File: src/rtl/auc_encoder_pkg.sv
// Shared definitions for the AUC command decoder and result encoder:
// operand RAM address map, function-unit mode codes and encoder FSM states.
package auc_encoder_pkg;

    localparam logic [4:0] X_G   = 5'd0;
    localparam logic [4:0] K_NUM = 5'd11;
    localparam logic [4:0] K_INV = 5'd12;
    localparam logic [4:0] R_NUM = 5'd13;
    localparam logic [4:0] S_NUM = 5'd14;
    localparam logic [4:0] X_KG  = 5'd15;
    localparam logic [4:0] BLNK  = 5'd31;

    typedef enum logic [2:0] {
        MODE_RAND = 3'b000,
        MODE_INVS = 3'b001,
        MODE_R    = 3'b010,
        MODE_S    = 3'b011,
        MODE_MMUL = 3'b101
    } mode_t;

    typedef enum logic [1:0] {
        ST_IDLE = 2'd0,
        ST_RD   = 2'd1,
        ST_CAP  = 2'd2,
        ST_SEND = 2'd3
    } enc_state_t;

endpackage

File: src/rtl/auc_enc_addrgen.sv
// Result word lists per mode: (mode, word index) -> RAM address, frame length - 1.
module auc_enc_addrgen
    import auc_encoder_pkg::*;
#(
    parameter int ADDR = 5
) (
    input  mode_t           mode_i,
    input  logic            wcnt_i,
    output logic [ADDR-1:0] addr_o,
    output logic            wlen_o
);

    always_comb begin
        addr_o = ADDR'(BLNK);
        wlen_o = 1'b0;
        unique case (mode_i)
            MODE_RAND: addr_o = ADDR'(K_NUM);
            MODE_INVS: addr_o = ADDR'(K_INV);
            MODE_R:    addr_o = ADDR'(R_NUM);
            MODE_S: begin
                addr_o = wcnt_i ? ADDR'(S_NUM) : ADDR'(R_NUM);
                wlen_o = 1'b1;
            end
            MODE_MMUL: addr_o = ADDR'(X_KG);
            default:   addr_o = ADDR'(BLNK);
        endcase
    end

endmodule

File: src/rtl/fflopx.sv
// Load-enabled register with asynchronous active-low clear.
module fflopx #(
    parameter int W = 1
) (
    input  logic         clk,
    input  logic         rst_n,
    input  logic         en_i,
    input  logic [W-1:0] d_i,
    output logic [W-1:0] q_o
);

    always_ff @(posedge clk or negedge rst_n) begin
        if (!rst_n)
            q_o <= '0;
        else if (en_i)
            q_o <= d_i;
    end

endmodule

File: src/rtl/auc_encoder.sv
// AUC result encoder: on a function-unit done pulse, reads that unit's result
// words from the operand RAM and streams them to the host as one framed burst.
module auc_encoder
    import auc_encoder_pkg::*;
#(
    parameter int WIDTH = 256,
    parameter int ADDR  = 5
) (
    input  logic             clk,
    input  logic             rst,
    input  logic             done_rand,
    input  logic             done_invs,
    input  logic             done_r,
    input  logic             done_s,
    input  logic             done_mmul,
    output logic             enc_ren,
    output logic [ADDR-1:0]  enc_radd,
    input  logic [WIDTH-1:0] enc_rdat,
    output logic [WIDTH-1:0] enc_dat,
    output logic             enc_vld,
    input  logic             enc_rdy,
    output logic             enc_start,
    output logic             enc_last,
    output logic [2:0]       enc_mode,
    output logic             enc_busy,
    output logic             enc_drop
);

    enc_state_t      state_q, state_d;
    mode_t           mode_q, mode_d;
    logic            wcnt_q, wcnt_d;
    logic            wlen_q, wlen_d;
    logic            last_q, last_d;
    logic            start_q, start_d;
    logic            drop_q, drop_d;
    logic            dat_load;
    logic            done_any, done_multi;
    mode_t           sel_mode, gen_mode;
    logic [ADDR-1:0] gen_addr;
    logic            gen_wlen;

    assign done_any   = done_s | done_r | done_invs | done_mmul | done_rand;
    assign done_multi = $countones({done_s, done_r, done_invs, done_mmul, done_rand}) > 1;

    always_comb begin
        if (done_s)         sel_mode = MODE_S;
        else if (done_r)    sel_mode = MODE_R;
        else if (done_invs) sel_mode = MODE_INVS;
        else if (done_mmul) sel_mode = MODE_MMUL;
        else                sel_mode = MODE_RAND;
    end

    // In IDLE the generator looks at the incoming mode so wlen can be latched at frame start.
    assign gen_mode = (state_q == ST_IDLE) ? sel_mode : mode_q;

    auc_enc_addrgen #(.ADDR(ADDR)) u_addrgen (
        .mode_i (gen_mode),
        .wcnt_i (wcnt_q),
        .addr_o (gen_addr),
        .wlen_o (gen_wlen)
    );

    always_comb begin
        state_d  = state_q;
        mode_d   = mode_q;
        wcnt_d   = wcnt_q;
        wlen_d   = wlen_q;
        last_d   = last_q;
        start_d  = start_q;
        drop_d   = done_any;
        dat_load = 1'b0;
        unique case (state_q)
            ST_IDLE: begin
                drop_d = done_multi;
                if (done_any) begin
                    mode_d  = sel_mode;
                    wcnt_d  = 1'b0;
                    wlen_d  = gen_wlen;
                    start_d = 1'b1;
                    state_d = ST_RD;
                end
            end
            ST_RD: state_d = ST_CAP;
            ST_CAP: begin
                dat_load = 1'b1;
                last_d   = (wcnt_q == wlen_q);
                state_d  = ST_SEND;
            end
            ST_SEND: begin
                if (enc_rdy) begin
                    if (wcnt_q == wlen_q) begin
                        start_d = 1'b0;
                        last_d  = 1'b0;
                        state_d = ST_IDLE;
                    end else begin
                        wcnt_d  = wcnt_q + 1'b1;
                        state_d = ST_RD;
                    end
                end
            end
            default: state_d = ST_IDLE;
        endcase
    end

    always_ff @(posedge clk or negedge rst) begin
        if (!rst) begin
            state_q <= ST_IDLE;
            mode_q  <= MODE_RAND;
            wcnt_q  <= 1'b0;
            wlen_q  <= 1'b0;
            last_q  <= 1'b0;
            start_q <= 1'b0;
            drop_q  <= 1'b0;
        end else begin
            state_q <= state_d;
            mode_q  <= mode_d;
            wcnt_q  <= wcnt_d;
            wlen_q  <= wlen_d;
            last_q  <= last_d;
            start_q <= start_d;
            drop_q  <= drop_d;
        end
    end

    fflopx #(.W(WIDTH)) u_dat_reg (
        .clk   (clk),
        .rst_n (rst),
        .en_i  (dat_load),
        .d_i   (enc_rdat),
        .q_o   (enc_dat)
    );

    assign enc_ren   = (state_q == ST_RD);
    assign enc_radd  = enc_ren ? gen_addr : ADDR'(BLNK);
    assign enc_vld   = (state_q == ST_SEND);
    assign enc_busy  = (state_q != ST_IDLE);
    assign enc_start = start_q;
    assign enc_last  = last_q;
    assign enc_mode  = mode_q;
    assign enc_drop  = drop_q;

endmodule

File: config.mk
export PLATFORM = sky130hd
export DESIGN_NAME = auc_encoder
export DESIGN_NICKNAME = d
export VERILOG_FILES = /design/src/rtl/auc_encoder_pkg.sv /design/src/rtl/auc_enc_addrgen.sv /design/src/rtl/fflopx.sv /design/src/rtl/auc_encoder.sv
export SDC_FILE = /design/constraint.sdc
export NUM_CORES = 1
export LEC_CHECK = 0
export CAP_MARGIN = 10
export CORE_AREA = 4 4 207 209
export DETAILED_ROUTE_END_ITERATION = 12
export DIE_AREA = 0 0 211 213
export GPL_TIMING_DRIVEN = 0
export SLEW_MARGIN = 15
export SYNTH_ARGS = -nofsm -noshare
export SYNTH_HDL_FRONTEND = slang
export SYNTH_SLANG_ARGS = --single-unit
export TNS_END_PERCENT = 30
File: constraint.sdc
create_clock -name clk -period 2.2 [get_ports clk]
set_input_delay 0.66 -clock clk [delete_from_list [all_inputs] [get_ports clk]]
set_output_delay 0.66 -clock clk [all_outputs]
set_load 0.02 [all_outputs]
==> out/results.tsv <==
metric	value	unit
Critical Path RT	1.54	ns
number of synthesized flops with an enable pin	0	
Netlist cell types	35	
maxcap violations	0	
H-tree levels	2	
CP max stage delay	0.43	ns
CTS tree	yes	
period utilization	114	%
post-route antenna net violation count	0	
Avg Synthesized Cell Area	16.3	um2
startpoint types	input port	
post-route setup TNS	-1.35	ns
clk_lat worst skew	0.51	ns
gr usage total	14.5	%
via count	7411	
critical-path cell list	dlygate4sd2_1 > o21bai_2 > a31oi_4 > nor2_1 > nand3b_1 > buf_6	
layout cells sized above 1	30.8	%
GRT overflow	0	
P per Cell Area	1620	nW/um2
CORE AREA	40800	um2
final hold viol count	0	
# DRC	0	
I/O pin total	534	
Setup Crit Path Kind	in -> out	
Finished Cell Area	17700	um2
fin crit period	2.52	ns
Worst path slowest cell	dlygate4sd2_1	
number of global-route vias before repair	8296	
Placed Cells	1691	
non-filler instance count after layout	1761	
Critical Path End Type	primary output	
maximum vdd drop	0.824	mV
final worst slack	-0.315	ns
ys flop type	dfrtp_1	
routed length per instance	19.3	um
Post-Syn Nets	896	
CTS clk-pin slew, worst paths	0.05	ns
Cell Area, Placed	16200	um2
failing checks	negative setup slack	
Vias/cell	4.21	
Post-DP HPWL	26.2	mm
Root Buffer	clkbuf_16	
Layout Nets	1476	
async set-reset flop share out of synthesis	100	%
Static Leak	8.21	nW
Util after Layout	43.4	%
Fmax	398	MHz
Seq/Total Area, Yosys	65.5	%
Slew Viols, Final	0	
diodes inserted	0	
Synth Register Bits	266	
Critical Path AT	1.86	ns
Bufs and invs on worst path	2	
first-pass GRT wire length	50.1	mm
Setup WS pre-CTS	-1.12	ns
Worst Skew	0.0105	ns
CTS Sinks	266	
final wirelength	34.0	mm
initial antenna violation count	2	
Min-Delay Path Class	in -> async	
maximum number of pins on one net before global-route repair	98	
status	finished, violations left	
CTS Buf Count	34	
RSZ-0062 raised after global routing	true	
DIE AREA	44900	um2
Ys Warns	0	
row count	74	
GPL Wtd Cong	0.764	
Die Y	213	um
cell family with most CP delay	buffers and inverters	
Area Growth Syn to Fin	74.4	%
Max Fanout on Critical Path	7	
Initial Util	24.9	%
Slew HR	55.4	%
post-synthesis instance total	625	
die width	211	um
slew at the pin with the worst max-slew slack	0.668	ns
setup violators final	5	
Max Buffers Root-to-Sink	3	
iteration-0 DRC count of the detailed router	202	
Initial DRT Pass Iterations	4	
I/O Buffers	532	
Cell Area, Synth	10200	um2
[routing by layer]
layer	track usage [%]	wire length, um
met1	16.9	13000
met4	3.40	567
met2	24.7	16900
met3	6.30	3480
met5	0	27
[state kept, by name, summed over array words and instances, names as in the netlist]
name / flops
wcnt_q: 1
enc_start: 1
u_dat_reg.q_o: 256
state_q: 2
wlen_q: 1
enc_mode: 3
enc_drop: 1
enc_last: 1
[layout make-up]
cell class | instances | area (um2)
inverters | 9 | 37.5
plain buffers | 31 | 173
fillers | 3767 | 23100
flip-flops and latches | 266 | 6660
repair buffers | 544 | 5640
clock buffers | 52 | 1060
well taps | 532 | 666
multi-input cells | 319 | 3400
clock inverters | 8 | 93.8
[final timing paths]
kind | from | endpoint | slack [ns] | cells past startpoint
setup / recovery | done_mmul | enc_radd[1] | -0.32 | 6
hold / removal | rst | u_dat_reg.q_o[173] | 0.16 | 1
setup reg to reg | state_q[0] | u_dat_reg.q_o[188] | 0.18 | 7
hold reg to reg | u_dat_reg.q_o[244] | u_dat_reg.q_o[244] | 0.50 | 1
max in group asynchronous | rst | u_dat_reg.q_o[179] | 1.10 | 2
min in group clk | u_dat_reg.q_o[244] | u_dat_reg.q_o[244] | 0.50 | 1
[cell usage after synthesis, types with 2 or more instances]
master      n  share of area (%)
ha_1        6               0.74
inv_1       9               0.33
nand3b_1    2               0.15
buf_2      29                1.4
dfrtp_1   266                 66
mux2_2    256                 28
nor2_1      6               0.22
nor2b_1     2               0.12
nand2b_1    2               0.12
nand2_1     7               0.26
a21oi_1     7               0.34
o21ai_0     7               0.34
a31oi_1     2               0.12
a211oi_1    2               0.15
nand3_1     2              0.099
[timing repair]
action | 4_1_cts | 5_1_grt
cloned | 0 | 0
pin swaps | 3 | 1
setup buffers | 7 | 3
resized for setup | 117 | 111
hold buffers | 0 | 0
setup endpoints to repair | 67 | 125
[through the flow]
step / total power, mW / hold slack [ns]
final: 28.7 / 0.157
after global routing: 30.5 / 0.176
after CTS: 29.4 / 0.151
after detailed placement: 23.8 / 0.494
after global placement: 23.6 / 0.488
after floorplan: 16.4 / 0.364
[cells in the final DEF, fill, tap and decap left out, types with 6 or more instances in the layout]
| cell type | count |
|---|---|
| clkdlybuf4s50_1 | 355 |
| dfrtp_1 | 266 |
| mux2_2 | 256 |
| dlymetal6s2s_1 | 105 |
| dlygate4sd2_1 | 64 |
| clkbuf_16 | 37 |
| buf_2 | 28 |
| buf_4 | 13 |
| clkbuf_8 | 8 |
| nand2_1 | 7 |
| clkbuf_1 | 7 |
| inv_1 | 6 |
| nor2_1 | 6 |
| a21oi_1 | 6 |
| o21ai_0 | 6 |
[power breakdown]
part	switching [mW]	internal, mW
combinational	7.06	7.36
sequential	1.20	7.46
clock	2.09	3.56
total	10.3	18.4
[worst register-to-register path: stages (launching register included)]
cell and delay, ns:
dfrtp_1 0.38, inv_2 0.08, buf_4 0.13, ha_1 0.13, buf_2 0.18, buf_2 0.32, buf_2 0.32, mux2_2 0.37
[kinds of logic (layout without fill, tap and decap cells)]
family	count (synthesis)	count (layout)	share of synthesized area (%)
flip-flops	266	266	65.5
AO/OA/AOI/OAI	28	28	1.76
multiplexers	256	256	28.4
other	1	1	0.0369
buffers and inverters	40	644	1.95
AND/OR/NAND/NOR	26	26	1.35
adder cells (fa/ha/maj)	7	7	0.936
XOR/XNOR	1	1	0.0862
(Power assumes the default switching activity.)
